## src/rtl/fjmem_engine.sv

```systemverilog
// fjmem_engine: parallel NOR flash access engine.
// Accepts READ/WRITE commands and runs each flash word through
// SETUP -> ACCESS -> HOLD phases. The phase lengths are programmable at runtime.
// Burst reads auto-increment the address and stream words through a
// single-entry, back-pressured response register. When the consumer is slow,
// the engine parks in STALL.
//
// Handshakes: a transfer happens on a rising edge where valid && ready are both 1.
// valid must not depend on ready. Once the response register is valid, its
// payload (rsp_data, rsp_last) holds steady until it is taken.
module fjmem_engine #(
  parameter int ADR_WIDTH  = 24,
  parameter int DATA_WIDTH = 16,
  parameter int LEN_WIDTH  = 8
) (
  input  logic                  sys_clk,
  input  logic                  sys_rst_n,
  input  logic                  cmd_valid,
  output logic                  cmd_ready,
  input  logic [1:0]            cmd_op,
  input  logic [ADR_WIDTH-1:0]  cmd_adr,
  input  logic [LEN_WIDTH-1:0]  cmd_len,
  input  logic [DATA_WIDTH-1:0] cmd_wdata,
  input  logic [3:0]            t_setup,
  input  logic [3:0]            t_access,
  input  logic [3:0]            t_hold,
  output logic                  rsp_valid,
  input  logic                  rsp_ready,
  output logic [DATA_WIDTH-1:0] rsp_data,
  output logic                  rsp_last,
  output logic                  cmd_err,
  output logic                  busy,
  output logic [ADR_WIDTH-1:0]  flash_adr,
  output logic [DATA_WIDTH-1:0] flash_d_o,
  output logic                  flash_d_oe,
  input  logic [DATA_WIDTH-1:0] flash_d_i,
  output logic                  flash_ce_n,
  output logic                  flash_oe_n,
  output logic                  flash_we_n,
  output logic [2:0]            dbg_state
);

  typedef enum logic [2:0] {
    IDLE   = 3'd0,
    SETUP  = 3'd1,
    ACCESS = 3'd2,
    HOLD   = 3'd3,
    STALL  = 3'd4
  } state_t;

  localparam logic [1:0] OP_READ  = 2'b01;
  localparam logic [1:0] OP_WRITE = 2'b10;

  state_t               state;
  logic                 is_write;
  logic [LEN_WIDTH-1:0] remaining;
  logic [3:0]           t_s, t_a, t_h;
  logic [3:0]           phase_cnt;
  logic                 rst_done;
  logic                 accept;
  logic                 rsp_take;

  // Hold cmd_ready low until one full clock has passed after reset is released.
  assign cmd_ready = rst_done && (state == IDLE) && !rsp_valid;
  assign accept    = cmd_valid && cmd_ready;
  assign rsp_take  = rsp_valid && rsp_ready;
  assign dbg_state = state;

  // Engine FSM: phase sequencing, flash pin registers and the response register.
  always_ff @(posedge sys_clk) begin
    if (!sys_rst_n) begin
      state      <= IDLE;
      is_write   <= 1'b0;
      remaining  <= '0;
      t_s        <= '0;
      t_a        <= '0;
      t_h        <= '0;
      phase_cnt  <= '0;
      rst_done   <= 1'b0;
      rsp_valid  <= 1'b0;
      rsp_data   <= '0;
      rsp_last   <= 1'b0;
      cmd_err    <= 1'b0;
      busy       <= 1'b0;
      flash_adr  <= '0;
      flash_d_o  <= '0;
      flash_d_oe <= 1'b0;
      flash_ce_n <= 1'b1;
      flash_oe_n <= 1'b1;
      flash_we_n <= 1'b1;
    end else begin
      rst_done <= 1'b1;
      cmd_err  <= 1'b0;
      // Consumer takes the word. The FSM below never loads a new word on the
      // same edge, because a new word is only captured after the slot is empty.
      if (rsp_take) rsp_valid <= 1'b0;

      case (state)
        IDLE: begin
          if (accept) begin
            if (cmd_op == OP_READ || cmd_op == OP_WRITE) begin
              is_write   <= (cmd_op == OP_WRITE);
              remaining  <= (cmd_op == OP_READ) ? cmd_len : '0;
              t_s        <= t_setup;
              t_a        <= t_access;
              t_h        <= t_hold;
              phase_cnt  <= '0;
              flash_adr  <= cmd_adr;
              flash_ce_n <= 1'b0;
              busy       <= 1'b1;
              state      <= SETUP;
              if (cmd_op == OP_WRITE) begin
                flash_d_o  <= cmd_wdata;
                flash_d_oe <= 1'b1;
              end
            end else begin
              cmd_err <= 1'b1;
            end
          end
        end

        SETUP: begin
          if (phase_cnt == t_s) begin
            phase_cnt <= '0;
            state     <= ACCESS;
            if (is_write) flash_we_n <= 1'b0;
            else          flash_oe_n <= 1'b0;
          end else begin
            phase_cnt <= phase_cnt + 4'd1;
          end
        end

        ACCESS: begin
          if (phase_cnt == t_a) begin
            phase_cnt  <= '0;
            state      <= HOLD;
            flash_oe_n <= 1'b1;
            flash_we_n <= 1'b1;
            if (!is_write) begin
              rsp_data  <= flash_d_i;
              rsp_valid <= 1'b1;
              rsp_last  <= (remaining == '0);
            end
          end else begin
            phase_cnt <= phase_cnt + 4'd1;
          end
        end

        HOLD: begin
          if (phase_cnt == t_h) begin
            phase_cnt <= '0;
            if (remaining == '0) begin
              state      <= IDLE;
              busy       <= 1'b0;
              flash_ce_n <= 1'b1;
              flash_d_oe <= 1'b0;
            end else if (!rsp_valid || rsp_take) begin
              state     <= SETUP;
              flash_adr <= flash_adr + ADR_WIDTH'(1);
              remaining <= remaining - LEN_WIDTH'(1);
            end else begin
              state      <= STALL;
              flash_ce_n <= 1'b1;
            end
          end else begin
            phase_cnt <= phase_cnt + 4'd1;
          end
        end

        STALL: begin
          // Resume the burst only once the parked word has been handed over.
          if (rsp_take) begin
            state      <= SETUP;
            flash_ce_n <= 1'b0;
            flash_adr  <= flash_adr + ADR_WIDTH'(1);
            remaining  <= remaining - LEN_WIDTH'(1);
          end
        end

        default: state <= IDLE;
      endcase
    end
  end

endmodule

```

## config.mk

```make
export PLATFORM = sky130hd
export DESIGN_NAME = fjmem_engine
export DESIGN_NICKNAME = d
export VERILOG_FILES = /design/src/rtl/fjmem_engine.sv
export SDC_FILE = /design/constraint.sdc
export NUM_CORES = 1
export LEC_CHECK = 0
export ABC_CLOCK_PERIOD_IN_PS = 2000
export BUFFER_PORTS_ARGS = -buffer_cell sky130_fd_sc_hd__buf_2
export CORE_ASPECT_RATIO = 0.6
export CORE_UTILIZATION = 40
export CTS_CLUSTER_SIZE = 40
export DETAILED_ROUTE_END_ITERATION = 7
export GPL_TIMING_DRIVEN = 0
export PLACE_DENSITY_LB_ADDON = 0.2
export SLEW_MARGIN = 30
export SYNTH_ARGS = -nofsm -noshare
export SYNTH_HDL_FRONTEND = slang
export SYNTH_SLANG_ARGS = --single-unit
```

## constraint.sdc

```tcl
create_clock -name sys_clk -period 2 [get_ports sys_clk]
set_input_delay 0.2 -clock sys_clk [delete_from_list [all_inputs] [get_ports sys_clk]]
set_output_delay 0.2 -clock sys_clk [all_outputs]
set_load 0.01 [all_outputs]
```

### After elaboration in Yosys (flattened, before gate mapping)

Index checks and enable logic that the tools add are counted.

* register bits: 93
* output and inout bits: 68

* add/subtract/negate cells: 3
* equality and inequality tests: 22
* muxes and demuxes: 59
* bitwise gates (word level): 1
* reductions and logical operators: 25

Operators by type and width (count)
* $mux 24: 6
* $pmux 24 s3: 1
* $mux 8: 7
* $add 24x1->24 const B: 1
* $mux 1: 24
* $mux 3: 8
* $pmux 8 s3: 1
* $mux 4: 5
* $ne 2x2->1 const B: 10
* $reduce_and 6->1: 3
* $pmux 4 s4: 1
* $pmux 3 s5: 1
* $eq 4x4->1: 3
* $reduce_and 3->1: 4
* $reduce_and 4->1: 3
* $logic_not 8->1: 1
* $pmux 1 s2: 4
* $sub 8x1->8 const B: 1
* $reduce_and 7->1: 1
* $eq 3x2->1 const B: 2
* $reduce_and 5->1: 1
* $add 4x1->4 const B: 1
* $logic_and 1x1->1: 4
* $ne 2x1->1 const B: 2
* 13 further kinds: 15

### Longest topological paths before layout

Gate-level depths: netlist of the first run.

* depth after elaboration: 6
* mapped depth: 9
* gate-level depth less buffers: 7

### Least setup slack after synthesis of the first run

OpenSTA, ideal clock, no wires.

* path kind: register to register
* start point: reg flash_adr[0]
* end point: reg flash_adr[18]
* arrival time: 1.875 ns
* data required time: 1.866 ns
* setup slack: -0.009 ns
* cell stages (with the launch flop): 7
* path through: dfxtp_1 ha_1 nand4_1 nor4_1 a31oi_1 o311ai_0 o31ai_1

* word-level cells in the longest chain between the ends: 5

Ends and longest elaborated chain
* from (decl): RTL line 33 `output logic [ADR_WIDTH-1:0] flash_adr,`
* from (signal assigned): RTL line 108 `flash_adr <= cmd_adr;`
* from (signal assigned): RTL line 159 `flash_adr <= flash_adr + ADR_WIDTH'(1);`
* from (signal assigned): RTL line 175 `flash_adr <= flash_adr + ADR_WIDTH'(1);`
* $add 24x1->24 *: RTL line 159, 175
* $mux 24: RTL line 157 `end else if (!rsp_valid || rsp_take) begin`
* $mux 24: RTL line 152 `if (remaining == '0) begin`
* $mux 24: RTL line 150 `if (phase_cnt == t_h) begin`
* $pmux 24 s3 *: RTL line 98 `case (state)`

Mark *: on every way between the ends. The rest lies on a longest branch, timed or not. The select of a mux whose other input is x is not followed.
A chain may end at the register's enable or synchronous reset.

### Worst setup path after layout of the first run

* start point: reg state[2], in the netlist dbg_state[2]
* end point: reg remaining[3]

* word-level cells in the longest chain between the ends: 6

Ends and longest elaborated chain
* from (decl): RTL line 54 `state_t state;`
* from (signal assigned): RTL line 72 `state <= IDLE;`
* from (signal assigned): RTL line 111 `state <= SETUP;`
* from (signal assigned): RTL line 125 `state <= ACCESS;`
* $logic_not 3->1: RTL line 64, 98
* $logic_and 1x1->1 (2 in a row): RTL line 64 `assign cmd_ready = rst_done && (state == IDLE) && !rsp_valid;`
* $logic_and 1x1->1: RTL line 65 `assign accept = cmd_valid && cmd_ready;`
* $ne 2x2->1 (no source line)
* $reduce_and 7->1 (no source line)
* to (signal assigned): RTL line 103 `remaining <= (cmd_op == OP_READ) ? cmd_len : '0;`
* to (signal assigned): RTL line 160 `remaining <= remaining - LEN_WIDTH'(1);`
* to (signal assigned): RTL line 176 `remaining <= remaining - LEN_WIDTH'(1);`
* to (decl): RTL line 56 `logic [LEN_WIDTH-1:0] remaining;`

Several ways; a longest one is shown, not always the timed one.

==> results of run 1 <==
## how the worst max path moves through the flow
stage,startpoint,to,cells after the start,slack (ns)
final,dbg_state[2],remaining[3],7,0.01
after global routing,flash_adr[4],flash_adr[21],6,-0.05
after CTS,phase_cnt[3],dbg_state[0],6,-0.02
after detailed placement,dbg_state[0],remaining[4],7,-0.49
after global placement,dbg_state[0],flash_adr[17],7,-0.45
after floorplan,flash_adr[0],flash_adr[12],6,0.06
## stage by stage
stage               std cells  hold WS, ns  setup slack [ns]  utilization
floorplan                 536        0.228            0.0550            -
global placement          845        0.431            -0.450        0.497
detailed placement        845        0.418            -0.488        0.497
CTS                       877       0.0579           -0.0158        0.564
global route              892       0.0686           -0.0546        0.621
finish                    892       0.0730            0.0140        0.621
## flip-flops by register name (all words and copies together), names as in the netlist
signal,flops
rsp_valid,1
flash_adr,24
t_s,4
rst_done,1
flash_d_oe,1
is_write,1
busy,1
flash_we_n,1
t_h,4
rsp_last,1
t_a,4
phase_cnt,4
flash_oe_n,1
flash_ce_n,1
dbg_state,3
cmd_err,1
remaining,8
rsp_data,16
flash_d_o,16
## synthesized netlist by cell type (all sizes together) (2+ instances only)
cell type,instances
nor4b,3
nand3b,4
and2,7
o21ai,7
a31oi,9
o31a,5
o311ai,20
a22oi,2
mux2i,32
nor2b,2
o31ai,23
dfxtp,93
ha,6
o221a,3
and3b,3
and4,3
a32o,4
o211a,3
a2bb2oi,2
a32oi,4
nor4,8
nand3,12
nor2,63
nand2,56
a41oi,3
a21oi,37
nor3,6
a211oi,5
buf,17
and4b,3
nand2b,3
o41ai,3
nand4,7
a211o,2
or4,4
and3,6
nor3b,4
inv,6
xor2,14
a31o,3
clkbuf,26
## report_power, final
part	switching (W)	total [W]	internal, W
clock network	0.000783	0.00189	0.00111
registers	0.000502	0.00273	0.00223
logic	0.00219	0.00405	0.00186
## logic make-up (layout without fill, tap and decap cells)
group,Yosys count,in the layout
AND/OR/NAND/NOR,198,199
AO/OA/AOI/OAI,144,144
flip-flops,93,93
buffers and inverters,49,244
multiplexers,32,32
XOR/XNOR,14,14
adder cells (fa/ha/maj),6,6
## area by class of cell
type | instances | area, um^2
Multi-Input combinational cell | 395 | 3190
Clock buffer | 9 | 225
Clock inverter | 7 | 96.3
Fill cell | 951 | 4310
Inverter | 6 | 22.5
Buffer | 41 | 354
Sequential cell | 93 | 1890
Tap cell | 160 | 200
Timing Repair Buffer | 181 | 1090
## layer usage
layer  vias up  track usage
met5         -            0
met4         0       0.0743
met3        17       0.0642
met2       271        0.369
met1      2445        0.385
li1       2388            -
## what timing repair did
action | CTS | global route
gates resized for setup | 86 | 102
hold endpoints to repair | 0 | 0
setup buffers | 15 | 13
endpoints found under the setup margin | 74 | 70
pin swaps | 6 | 9
cloned | 2 | 3
==> impl_summary.log, run 1 <==
INFO  metric hpwlAfterDp = 11,500 um
INFO  metric clkTransAtPathRegs = 0.07 ns
INFO  metric grt_use_total = 0.260
INFO  metric dieArea = 12,200 um^2
INFO  metric drt.antenna.violating_nets = 0
INFO  metric grt_antenna_before_repair = 0
INFO  metric numCtsBuffers = 9
INFO  metric post_drt_via_cell_ratio = 5.74
INFO  metric reg2regPathDepth = 7
INFO  metric seq_area_frac_synth = 0.396
INFO  metric syn-num-nets = 624
INFO  metric initial_core_util = 0.413
INFO  metric firstDrtPassIters = 5
INFO  metric post_dp_cell_area = 5650 um^2
INFO  metric cts_hold_repair.buffers = 0
INFO  metric synth_area_leader_cell = sky130_fd_sc_hd__dfxtp_1
INFO  metric report.final.hold_viol_count = 0
INFO  metric criticalPathCategory = reg -> reg
INFO  metric sort_of_element_at_the_end_of_the_critical_path = flop
INFO  metric post_synth_instance_area = 4700 um^2
INFO  metric synth-seq-cells = 93
INFO  metric synth_top_family_by_area = compound AO/OA/AOI/OAI gates
INFO  metric cts-root-to-sink-buffers = 2
INFO  metric worst-slew-pin-transition = 1.01 ns
INFO  metric antenna_cells_inserted = 0
INFO  metric grt_setup_unrepaired = yes
INFO  metric synth.yosys.warnings = 0
INFO  metric cp-start-kind = flop
INFO  metric synth-compound-area-share = 0.230
INFO  metric post_synth.cell_area_avg = 8.77 um^2
INFO  metric synth-simple-area-share = 0.214
INFO  metric std_cell_rows = 30
INFO  metric drtIter0Drc = 520
INFO  metric route.met2.wl = 7190 um
INFO  metric layout.nets = 815
INFO  metric syn-instance-count = 536
INFO  metric pwr_density_cell = 1230 nW/um^2
INFO  metric cts_root_cell = sky130_fd_sc_hd__clkbuf_16
INFO  metric cp_max_fo = 10
INFO  metric area_growth_syn_to_layout = 50.4%
INFO  metric design_power_total = 0.00867 W
INFO  metric fmax = 504 MHz
INFO  metric power.static_leakage = 3.20 nW
INFO  metric via_count_of_the_first_global_routing_pass = 4,627
INFO  metric vdd_drop_max = 701 uV
INFO  metric detail_route.wl_per_cell = 18.9 um
INFO  metric final_common_cell = sky130_fd_sc_hd__buf_2
INFO  metric final_max_slew_viol_count = 0
INFO  metric timing.hold.worst_path_depth = 1
INFO  metric layout.cells.most_common_list = 152 x sky130_fd_sc_hd__buf_2, 74 x sky130_fd_sc_hd__dfxtp_1, 62 x sky130_fd_sc_hd__nor2_1
INFO  metric final_period_minus_worst_setup_slack = 1.99 ns
INFO  metric top_layer_used = met4
INFO  metric hold_path.startpoint = sys_rst_n
INFO  metric cts_num_sinks = 93
INFO  metric fp.dieH = 86.0 um
INFO  metric number_of_synthesized_flops_with_an_enable_pin = 0
INFO  metric numPortBuffers = 149
INFO  metric finalClockSkew = 0.00851 ns
INFO  metric routed_wl = 16,900 um
INFO  metric largest_delay_share_family_worst_path = simple AND/OR/NAND/NOR gates
INFO  metric clk_latency = 0.35 ns
INFO  metric fin_setup_tns = 0 ns
INFO  metric max-slew-margin-rel = 0.327
INFO  metric worstHoldPathType = in -> reg
INFO  metric die_width = 142 um
INFO  metric globalRouteOverflowTotal = 0
INFO  metric wl_met1 = 7900 um
INFO  metric drc = 0
INFO  metric post_synthesis_xor_xnor_area_fraction = 0.0261
INFO  metric r2r-end = remaining[3]
INFO  metric max-cap-violations = 0
INFO  metric final_area = 7070 um^2
INFO  metric grt_pass1_wl = 24,400 um
INFO  metric critical_path.cell_chain = buf_6, nand3b_4, a31o_4, o22a_1, buf_6, or4_4, a21oi_2
INFO  metric crit_path_top_delay_cell = sky130_fd_sc_hd__or4_4
INFO  metric whs_endpoint = rst_done
INFO  metric h_tree_depth = 3
INFO  metric synthTopCellsByArea = sky130_fd_sc_hd__dfxtp_1 40%, sky130_fd_sc_hd__mux2i_1 6.8%, sky130_fd_sc_hd__nor2_1 5.0%, sky130_fd_sc_hd__nand2_1 4.3%, sky130_fd_sc_hd__a21oi_1 3.8%
INFO  metric wl_met3 = 1570 um
INFO  metric pin_count_of_the_biggest_net_entering_global_routing = 17
INFO  metric report.final.setup_viol = 0
INFO  metric critical_path.n_buffers_inverters = 2
INFO  metric synth_top_area_share = 0.396
INFO  metric via_count = 5,121
INFO  metric worst_ep_required_time = 2.27 ns
INFO  metric place_congestion = 0.881
INFO  metric core-area = 11,400 um^2
INFO  metric yosys.area_share.adder = 0.0160
INFO  metric async_flop_share = 0
INFO  metric timing.rr.start = dbg_state[2]
INFO  metric worstPathArrival = 2.26 ns
INFO  metric yosys-mux-area-fraction = 0.0682
INFO  metric fin_crit_sh = 0.993
INFO  metric final_layout_size_suffix_gt1_frac = 0.439
INFO  metric ys_types = 63
INFO  metric yosys_most_used_dff = sky130_fd_sc_hd__dfxtp_1
INFO  metric crit_path_largest_cell_delay = 0.51 ns
INFO  metric worst-r2r-setup-slack = 0.01 ns
INFO  metric outcome = complete, no violations
INFO  metric floorplan.io_pins = 150
INFO  metric cts_tree = yes
INFO  metric worst_path_most_repeated_cell = sky130_fd_sc_hd__buf_6
Power figures use the tool's default switching activity.
==> inputs of run 2 (changes only) <==
ABC_AREA = 1   (was unset)
==> impl_summary.log, run 2 <==
INFO  metric h_tree_depth = 3 (unchanged)
INFO  metric critical_path.cell_chain = inv_1, nand2_1, nand2_1, nor2_1, nand3_2, nor2_4, inv_2, buf_6, nor2_1, nor2_1
INFO  metric place_congestion = 0.941 (+6.8%)
INFO  metric outcome = complete, no violations
INFO  metric clkTransAtPathRegs = 0.07 ns (about the same)
INFO  metric synth_area_leader_cell = sky130_fd_sc_hd__dfxtp_1
INFO  metric number_of_synthesized_flops_with_an_enable_pin = 0 (unchanged)
INFO  metric final_area = 6390 um^2 (-9.5%)
INFO  metric post_synth_instance_area = 5090 um^2 (+8.4%)
INFO  metric fmax = 540 MHz (+7.3%)
INFO  metric worst_ep_required_time = 2.23 ns (-0.04 ns)
INFO  metric worst_path_most_repeated_cell = sky130_fd_sc_hd__nor2_1
INFO  metric biggestRegsByFlops = flash_adr x24, flash_d_o x16, rsp_data x16
INFO  metric cts_hold_repair.buffers = 0 (unchanged)
INFO  metric criticalPathCategory = reg -> reg
INFO  metric via_count_of_the_first_global_routing_pass = 4,768 (+3.0%)
INFO  metric drtIter0Drc = 404 (-22%)
INFO  metric r2r-end = rsp_data[8]
INFO  metric worstHoldPathType = in -> reg
INFO  metric worst-r2r-setup-slack = 0.15 ns (+0.13 ns)
INFO  metric max-cap-violations = 0 (unchanged)
INFO  metric floorplan.io_pins = 150 (unchanged)
INFO  metric cp_max_fo = 10 (unchanged)
INFO  metric cell_with_the_most_instances_after_synthesis = sky130_fd_sc_hd__nand2_1
INFO  metric largest-register = flash_adr
INFO  metric synth_common_cells = 238 x sky130_fd_sc_hd__nand2_1, 175 x sky130_fd_sc_hd__nor2_1, 93 x sky130_fd_sc_hd__dfxtp_1, 76 x sky130_fd_sc_hd__inv_1, 67 x sky130_fd_sc_hd__o21ai_0
INFO  metric crit_path_top_delay_cell = sky130_fd_sc_hd__dfxtp_1
INFO  metric syn-num-nets = 904 (+45%)
INFO  metric pwr_density_cell = 1260 nW/um^2 (+2.5%)
INFO  metric cts_num_sinks = 93 (unchanged)
INFO  metric seq_area_frac_synth = 0.366 (-0.0307)
INFO  metric clk_latency = 0.34 ns (about the same)
INFO  metric synthTopCellsByArea = sky130_fd_sc_hd__dfxtp_1 37%, sky130_fd_sc_hd__nand2_1 18%, sky130_fd_sc_hd__nor2_1 13%, sky130_fd_sc_hd__o21ai_0 6.6%, sky130_fd_sc_hd__inv_1 5.6%
INFO  metric report.final.setup_viol = 0 (unchanged)
INFO  metric async_flop_share = 0 (unchanged)
INFO  metric num-fill-cells = 1,296 (+36%)
INFO  metric hpwlAfterDp = 11,400 um (-0.24%)
INFO  metric max-slew-margin-rel = 0.591 (+0.264)
INFO  metric synth_top_area_share = 0.366 (-0.0307)
INFO  metric grt_use_total = 0.233 (-0.0272)
INFO  metric detail_route.wl_per_cell = 12.9 um (-32%)
INFO  metric critical_path_endpoint = rsp_data[8]
INFO  metric layout.cells.most_common_list = 237 x sky130_fd_sc_hd__nand2_1, 173 x sky130_fd_sc_hd__nor2_1, 160 x sky130_fd_sc_hd__buf_2
INFO  metric final_common_cell = sky130_fd_sc_hd__nand2_1
INFO  metric critical_path.startpoint = phase_cnt[3]
INFO  metric fin_crit_sh = 0.926 (-0.0672)
INFO  metric largest_register_ff_count = 24 (unchanged)
INFO  metric numPortBuffers = 149 (unchanged)
INFO  metric hold_slack = 0.0131 ns (-0.0599 ns)
INFO  metric cts_root_cell = sky130_fd_sc_hd__clkbuf_16
INFO  metric reg2regPathDepth = 10 (+3)
INFO  metric die_width = 148 um (+4.1%)
INFO  metric ys_types = 30 (-52%)
INFO  metric numCtsBuffers = 9 (unchanged)
INFO  metric grt_antenna_before_repair = 0 (unchanged)
INFO  metric antenna_cells_inserted = 0 (unchanged)
INFO  metric report.final.hold_viol_count = 0 (unchanged)
INFO  metric globalRouteOverflowTotal = 0 (unchanged)
INFO  metric vdd_drop_max = 578 uV (-18%)
INFO  metric pin_count_of_the_biggest_net_entering_global_routing = 17 (unchanged)
INFO  metric fp.dieH = 89.4 um (+4.0%)
INFO  metric initial_core_util = 0.417 (+0.00370)
INFO  metric final_period_minus_worst_setup_slack = 1.85 ns (-0.134 ns)
INFO  metric area_growth_syn_to_layout = 25.5%
INFO  metric final_layout_size_suffix_gt1_frac = 0.234 (-0.204)
INFO  metric crit_path_largest_cell_delay = 0.38 ns (-0.13 ns)
INFO  metric cp-start-kind = flop
INFO  metric core-area = 12,200 um^2 (+7.4%)
INFO  metric syn-instance-count = 816 (+52%)
INFO  metric drc = 0 (unchanged)
INFO  metric post_synth.cell_area_avg = 6.24 um^2 (-29%)
INFO  metric dieArea = 13,200 um^2 (+8.2%)
INFO  metric post_dp_cell_area = 6040 um^2 (+7.0%)
INFO  metric grt_pass1_wl = 24,200 um (-0.79%)
INFO  metric cts_tree = yes
INFO  metric power.static_leakage = 3.37 nW (+5.2%)
INFO  metric firstDrtPassIters = 5 (unchanged)
INFO  metric synth.yosys.warnings = 0 (unchanged)
INFO  metric cts-root-to-sink-buffers = 2 (unchanged)
INFO  metric layout.nets = 1,065 (+31%)
INFO  metric largest_delay_share_family_worst_path = simple AND/OR/NAND/NOR gates
INFO  metric worst-slew-pin-transition = 0.613 ns (-0.396 ns)
INFO  metric worstPathArrival = 2.08 ns (-0.18 ns)
INFO  metric final_max_slew_viol_count = 0 (unchanged)
INFO  metric preCtsSetupSlack = 0.112 ns (+0.600 ns)
INFO  metric critical_path.n_buffers_inverters = 3 (+1)
INFO  metric std_cell_rows = 31 (+3.3%)
INFO  metric synth-seq-cells = 93 (unchanged)
INFO  metric via_count = 5,353 (+4.5%)
INFO  metric drt.antenna.violating_nets = 0 (unchanged)
INFO  metric post_drt_via_cell_ratio = 4.67 (-19%)
INFO  metric timing.rr.start = phase_cnt[3]
INFO  metric timing.critical_path.depth = 10 (+3)
INFO  metric routed_wl = 14,800 um (-12%)
INFO  metric yosys_most_used_dff = sky130_fd_sc_hd__dfxtp_1
INFO  metric setup_ws = 0.148 ns (+0.134 ns)
INFO  metric finalClockSkew = 0.0124 ns (+0.00389 ns)
INFO  metric sort_of_element_at_the_end_of_the_critical_path = flop
[run 2: worst register-to-register path, stage by stage, from the launching register on]
cell and delay [ns]:
sky130_fd_sc_hd__dfxtp_1 0.38, sky130_fd_sc_hd__inv_1 0.13, sky130_fd_sc_hd__nand2_1 0.08, sky130_fd_sc_hd__nand2_1 0.05, sky130_fd_sc_hd__nor2_1 0.23, sky130_fd_sc_hd__nand3_2 0.18, sky130_fd_sc_hd__nor2_4 0.25, sky130_fd_sc_hd__inv_2 0.13
sky130_fd_sc_hd__buf_6 0.17, sky130_fd_sc_hd__nor2_1 0.10, sky130_fd_sc_hd__nor2_1 0.05
[run 2: repair_timing]
action                                  4_1_cts  5_1_grt
setup buffers                                 0        1
endpoints found under the setup margin        0       32
resized for setup                             0        7
[run 2: layout make-up]
cell class | count | area (um^2) | area share
Buffer | 29 | 198 | 0.0309
Inverter | 85 | 319 | 0.0499
Timing Repair Buffer | 150 | 753 | 0.118
Clock buffer | 9 | 225 | 0.0352
Sequential cell | 93 | 1860 | 0.292
Clock inverter | 7 | 95.1 | 0.0149
Multi-Input combinational cell | 609 | 2730 | 0.427
Tap cell | 165 | 206 | 0.0323
[run 2: how the worst min path moves through the flow]
| stage | start | slack [ns] | endpoint | cells after the start |
|---|---|---|---|---|
| after CTS | sys_rst_n | 0.002 | rst_done | 1 |
| final | sys_rst_n | 0.01 | rst_done | 1 |
| after floorplan | sys_rst_n | 0.23 | rst_done | 0 |
| after global routing | sys_rst_n | 0.01 | rst_done | 1 |
| after detailed placement | sys_rst_n | 0.35 | rst_done | 1 |
| after global placement | sys_rst_n | 0.36 | rst_done | 1 |
[run 2: kinds of logic (layout without fill, tap and decap cells)]
kind of cell             Yosys count  count (layout)  share of synthesized area
buffers and inverters            114             280                      0.101
adder cells (fa/ha/maj)            6               6                     0.0147
AO/OA/AOI/OAI                    103             103                      0.107
flip-flops                        93              93                      0.366
AND/OR/NAND/NOR                  497             497                      0.406
XOR/XNOR                           3               3                    0.00516
[run 2: routing by layer]
layer | global-route usage | up-vias | wire (um) | share of wire
li1 | - | 2864 | - | -
met1 | 0.362 | 2314 | 8140 | 0.55
met3 | 0.0597 | 7 | 1210 | 0.082
met2 | 0.314 | 168 | 5360 | 0.36
met4 | 0.0440 | 0 | 82 | 0.0055
met5 | 0 | - | 0 | 0
[run 2: where the power goes]
part,switching [W],total (W),leakage (nW),internal (W)
sequential,0.000387,0.00267,0.761,0.00229
clock,0.000766,0.00187,0.156,0.00110
combinational,0.00224,0.00350,2.45,0.00126
total,0.00339,0.00804,3.37,0.00465
[run 2: per-stage QoR]
stage	total power, W	std cells	utilization	setup TNS (ns)
floorplan	0.00504	816	-	0
global placement	0.00612	1130	0.495	0
detailed placement	0.00614	1130	0.495	0
CTS	0.00803	1146	0.521	0
global route	0.00872	1147	0.523	-0.0189
finish	0.00804	1147	0.523	0
==> inputs of run 3 (changes only) <==
BUFFER_PORTS_ARGS = -buffer_cell sky130_fd_sc_hd__clkbuf_2   (was -buffer_cell sky130_fd_sc_hd__buf_2)
==> impl_summary.log, run 3 (synthesis gave the netlist of run 2 again) <==
INFO  metric outcome = complete, no violations
INFO  metric post_drt_via_cell_ratio = 4.67 (about the same)
INFO  metric routed_wl = 14,600 um (-1.1%)
INFO  metric h_tree_depth = 3 (unchanged)
INFO  metric final_max_slew_viol_count = 0 (unchanged)
INFO  metric layout.nets = 1,067 (+0.19%)
INFO  metric initial_core_util = 0.417 (unchanged)
INFO  metric pwr_density_cell = 1250 nW/um^2 (-0.31%)
INFO  metric std_cell_rows = 31 (unchanged)
INFO  metric combPwrFrac = 0.438 (+0.002)
INFO  metric hold_slack = 0.0376 ns (+0.0244 ns)
INFO  metric clkPwrFrac = 0.228 (-0.004)
INFO  metric via_count_of_the_first_global_routing_pass = 4,749 (-0.40%)
INFO  metric clk_latency = 0.33 ns (about the same)
INFO  metric max-slew-margin-rel = 0.625 (+0.0333)
INFO  metric numPortBuffers = 149 (unchanged)
INFO  metric p_switching = 0.00343 W (+1.1%)
INFO  metric globalRouteOverflowTotal = 0 (unchanged)
INFO  metric area_growth_syn_to_layout = 25.7%
INFO  metric criticalPathCategory = reg -> reg
INFO  metric cp-start-kind = flop
INFO  metric detail_route.wl_per_cell = 12.7 um (-1.3%)
INFO  metric cts_root_cell = sky130_fd_sc_hd__clkbuf_16
INFO  metric floorplan.io_pins = 150 (unchanged)
INFO  metric firstDrtPassIters = 5 (unchanged)
INFO  metric core-area = 12,200 um^2 (unchanged)
INFO  metric cts_tree = yes
INFO  metric fmax = 551 MHz (+2.1%)
INFO  metric final_common_cell = sky130_fd_sc_hd__nand2_1
INFO  metric layout.cells.most_common_list = 237 x sky130_fd_sc_hd__nand2_1, 174 x sky130_fd_sc_hd__nor2_1, 149 x sky130_fd_sc_hd__clkbuf_2
INFO  metric antenna_cells_inserted = 0 (unchanged)
INFO  metric fin_setup_tns = 0 ns (unchanged)
INFO  metric die_width = 148 um (unchanged)
INFO  metric report.final.setup_viol = 0 (unchanged)
INFO  metric drt.antenna.violating_nets = 0 (unchanged)
INFO  metric max-cap-violations = 0 (unchanged)
INFO  metric cts_hold_repair.buffers = 0 (unchanged)
INFO  metric drtIter0Drc = 278 (-31%)
INFO  metric cts_num_sinks = 93 (unchanged)
INFO  metric internal-power = 0.00460 W (-1.0%)
INFO  metric grt_use_total = 0.231 (-0.00191)
INFO  metric final_period_minus_worst_setup_slack = 1.81 ns (-0.0381 ns)
INFO  metric via_count = 5,365 (+0.22%)
INFO  metric clkTransAtPathRegs = 0.08 ns (about the same)
INFO  metric worst_ep_required_time = 2.22 ns (about the same)
INFO  metric vdd_drop_max = 573 uV (-0.91%)
INFO  metric largest-register = flash_adr
INFO  metric num-fill-cells = 1,307 (+0.85%)
INFO  metric swShare = 0.427 (+0.00518)
INFO  metric biggestRegsByFlops = flash_adr x24, flash_d_o x16, rsp_data x16
INFO  metric numCtsBuffers = 9 (unchanged)
INFO  metric worst-slew-pin-transition = 0.563 ns (-0.0499 ns)
INFO  metric grt_setup_unrepaired = no
INFO  metric report.final.hold_viol_count = 0 (unchanged)
INFO  metric sort_of_element_at_the_end_of_the_critical_path = flop
INFO  metric pin_count_of_the_biggest_net_entering_global_routing = 18 (+1)
INFO  metric worstPathArrival = 2.04 ns (-0.04 ns)
INFO  metric cp_max_fo = 10 (unchanged)
INFO  metric grt_antenna_before_repair = 0 (unchanged)
INFO  metric dieArea = 13,200 um^2 (unchanged)
INFO  metric final_layout_size_suffix_gt1_frac = 0.234 (-0.000476)
INFO  metric power.static_leakage = 3.35 nW (-0.60%)
INFO  metric hpwlAfterDp = 11,400 um (-0.48%)
INFO  metric place_congestion = 0.949 (+0.86%)
INFO  metric finalClockSkew = 0.0104 ns (-0.00199 ns)
INFO  metric drc = 0 (unchanged)
INFO  metric power.share.sequential = 0.335 (+0.003)
INFO  metric cts-root-to-sink-buffers = 2 (unchanged)
INFO  metric fin_crit_sh = 0.907 (-0.0191)
INFO  metric fp.dieH = 89.4 um (unchanged)
INFO  metric grt_pass1_wl = 24,100 um (-0.26%)
INFO  metric largest_register_ff_count = 24 (unchanged)
INFO  metric worstHoldPathType = in -> reg
run 3: cell count changes in the layout (fill, tap and decap cells not counted), sizes merged:
cell and change:
inv +2, buf -147, clkbuf +150, clkinv -2, bufinv -1
run 3: power groups by stage:
stage / Sequential (W) / Clock (W) / Combinational (W)
final: 0.00269 / 0.00183 / 0.00352
after global routing: 0.00275 / 0.00194 / 0.00404
after CTS: 0.00268 / 0.00187 / 0.00344
after detailed placement: 0.00271 / 0 / 0.00343
after global placement: 0.00272 / 0 / 0.00341
after floorplan: 0.00278 / 0 / 0.00226
run 3: per-layer routing:
metal	vias to the layer above	GRT usage	wire (um)
met5	-	0	0
met4	0	0.0366	54
met3	5	0.0643	1220
met2	179	0.317	5360
met1	2314	0.354	8000
li1	2867	-	-
run 3: repair_timing:
| action | in CTS | in global routing |
|---|---|---|
| setup buffers | 0 | 3 |
| setup endpoints to repair | 0 | 43 |
| resized for setup | 0 | 5 |
run 3: final timing paths:
kind              slack, ns  depth (start not counted)            end          from
setup / recovery       0.19                          9  flash_d_o[12]  dbg_state[0]
setup reg to reg       0.19                          9  flash_d_o[12]  dbg_state[0]
hold / removal         0.04                          1       rst_done     sys_rst_n
hold reg to reg        0.45                          2     flash_oe_n    flash_oe_n
run 3: area by class of cell:
type / count / area (um^2) / area share
well taps: 165 / 206 / 0.0322
clock inverters: 6 / 77.6 / 0.0121
repair buffers: 152 / 768 / 0.120
inverters: 85 / 319 / 0.0498
plain buffers: 29 / 198 / 0.0309
flip-flops and latches: 93 / 1860 / 0.291
clock buffers: 10 / 239 / 0.0373
multi-input cells: 609 / 2730 / 0.427
run 3: stage by stage:
stage                util  instance area, um^2  setup WS [ns]  total power [W]  std cells
floorplan               -                 5090          0.369          0.00504        816
global placement    0.495                 6040          0.128          0.00612       1130
detailed placement  0.495                 6040          0.155          0.00614       1130
CTS                 0.521                 6360          0.137          0.00799       1146
global route        0.524                 6400        0.00410          0.00873       1149
finish              0.524                 6400          0.187          0.00803       1149
run 3: worst max-delay path, stage by stage, from the launching register on:
cell and delay, ns:
sky130_fd_sc_hd__dfxtp_1 0.41, sky130_fd_sc_hd__nor2_4 0.29, sky130_fd_sc_hd__nand2_4 0.11, sky130_fd_sc_hd__nor3_4 0.18
sky130_fd_sc_hd__nand2_4 0.10, sky130_fd_sc_hd__nor2_4 0.20, sky130_fd_sc_hd__inv_2 0.11, sky130_fd_sc_hd__buf_6 0.17
sky130_fd_sc_hd__nor2_2 0.09, sky130_fd_sc_hd__nor2_1 0.05
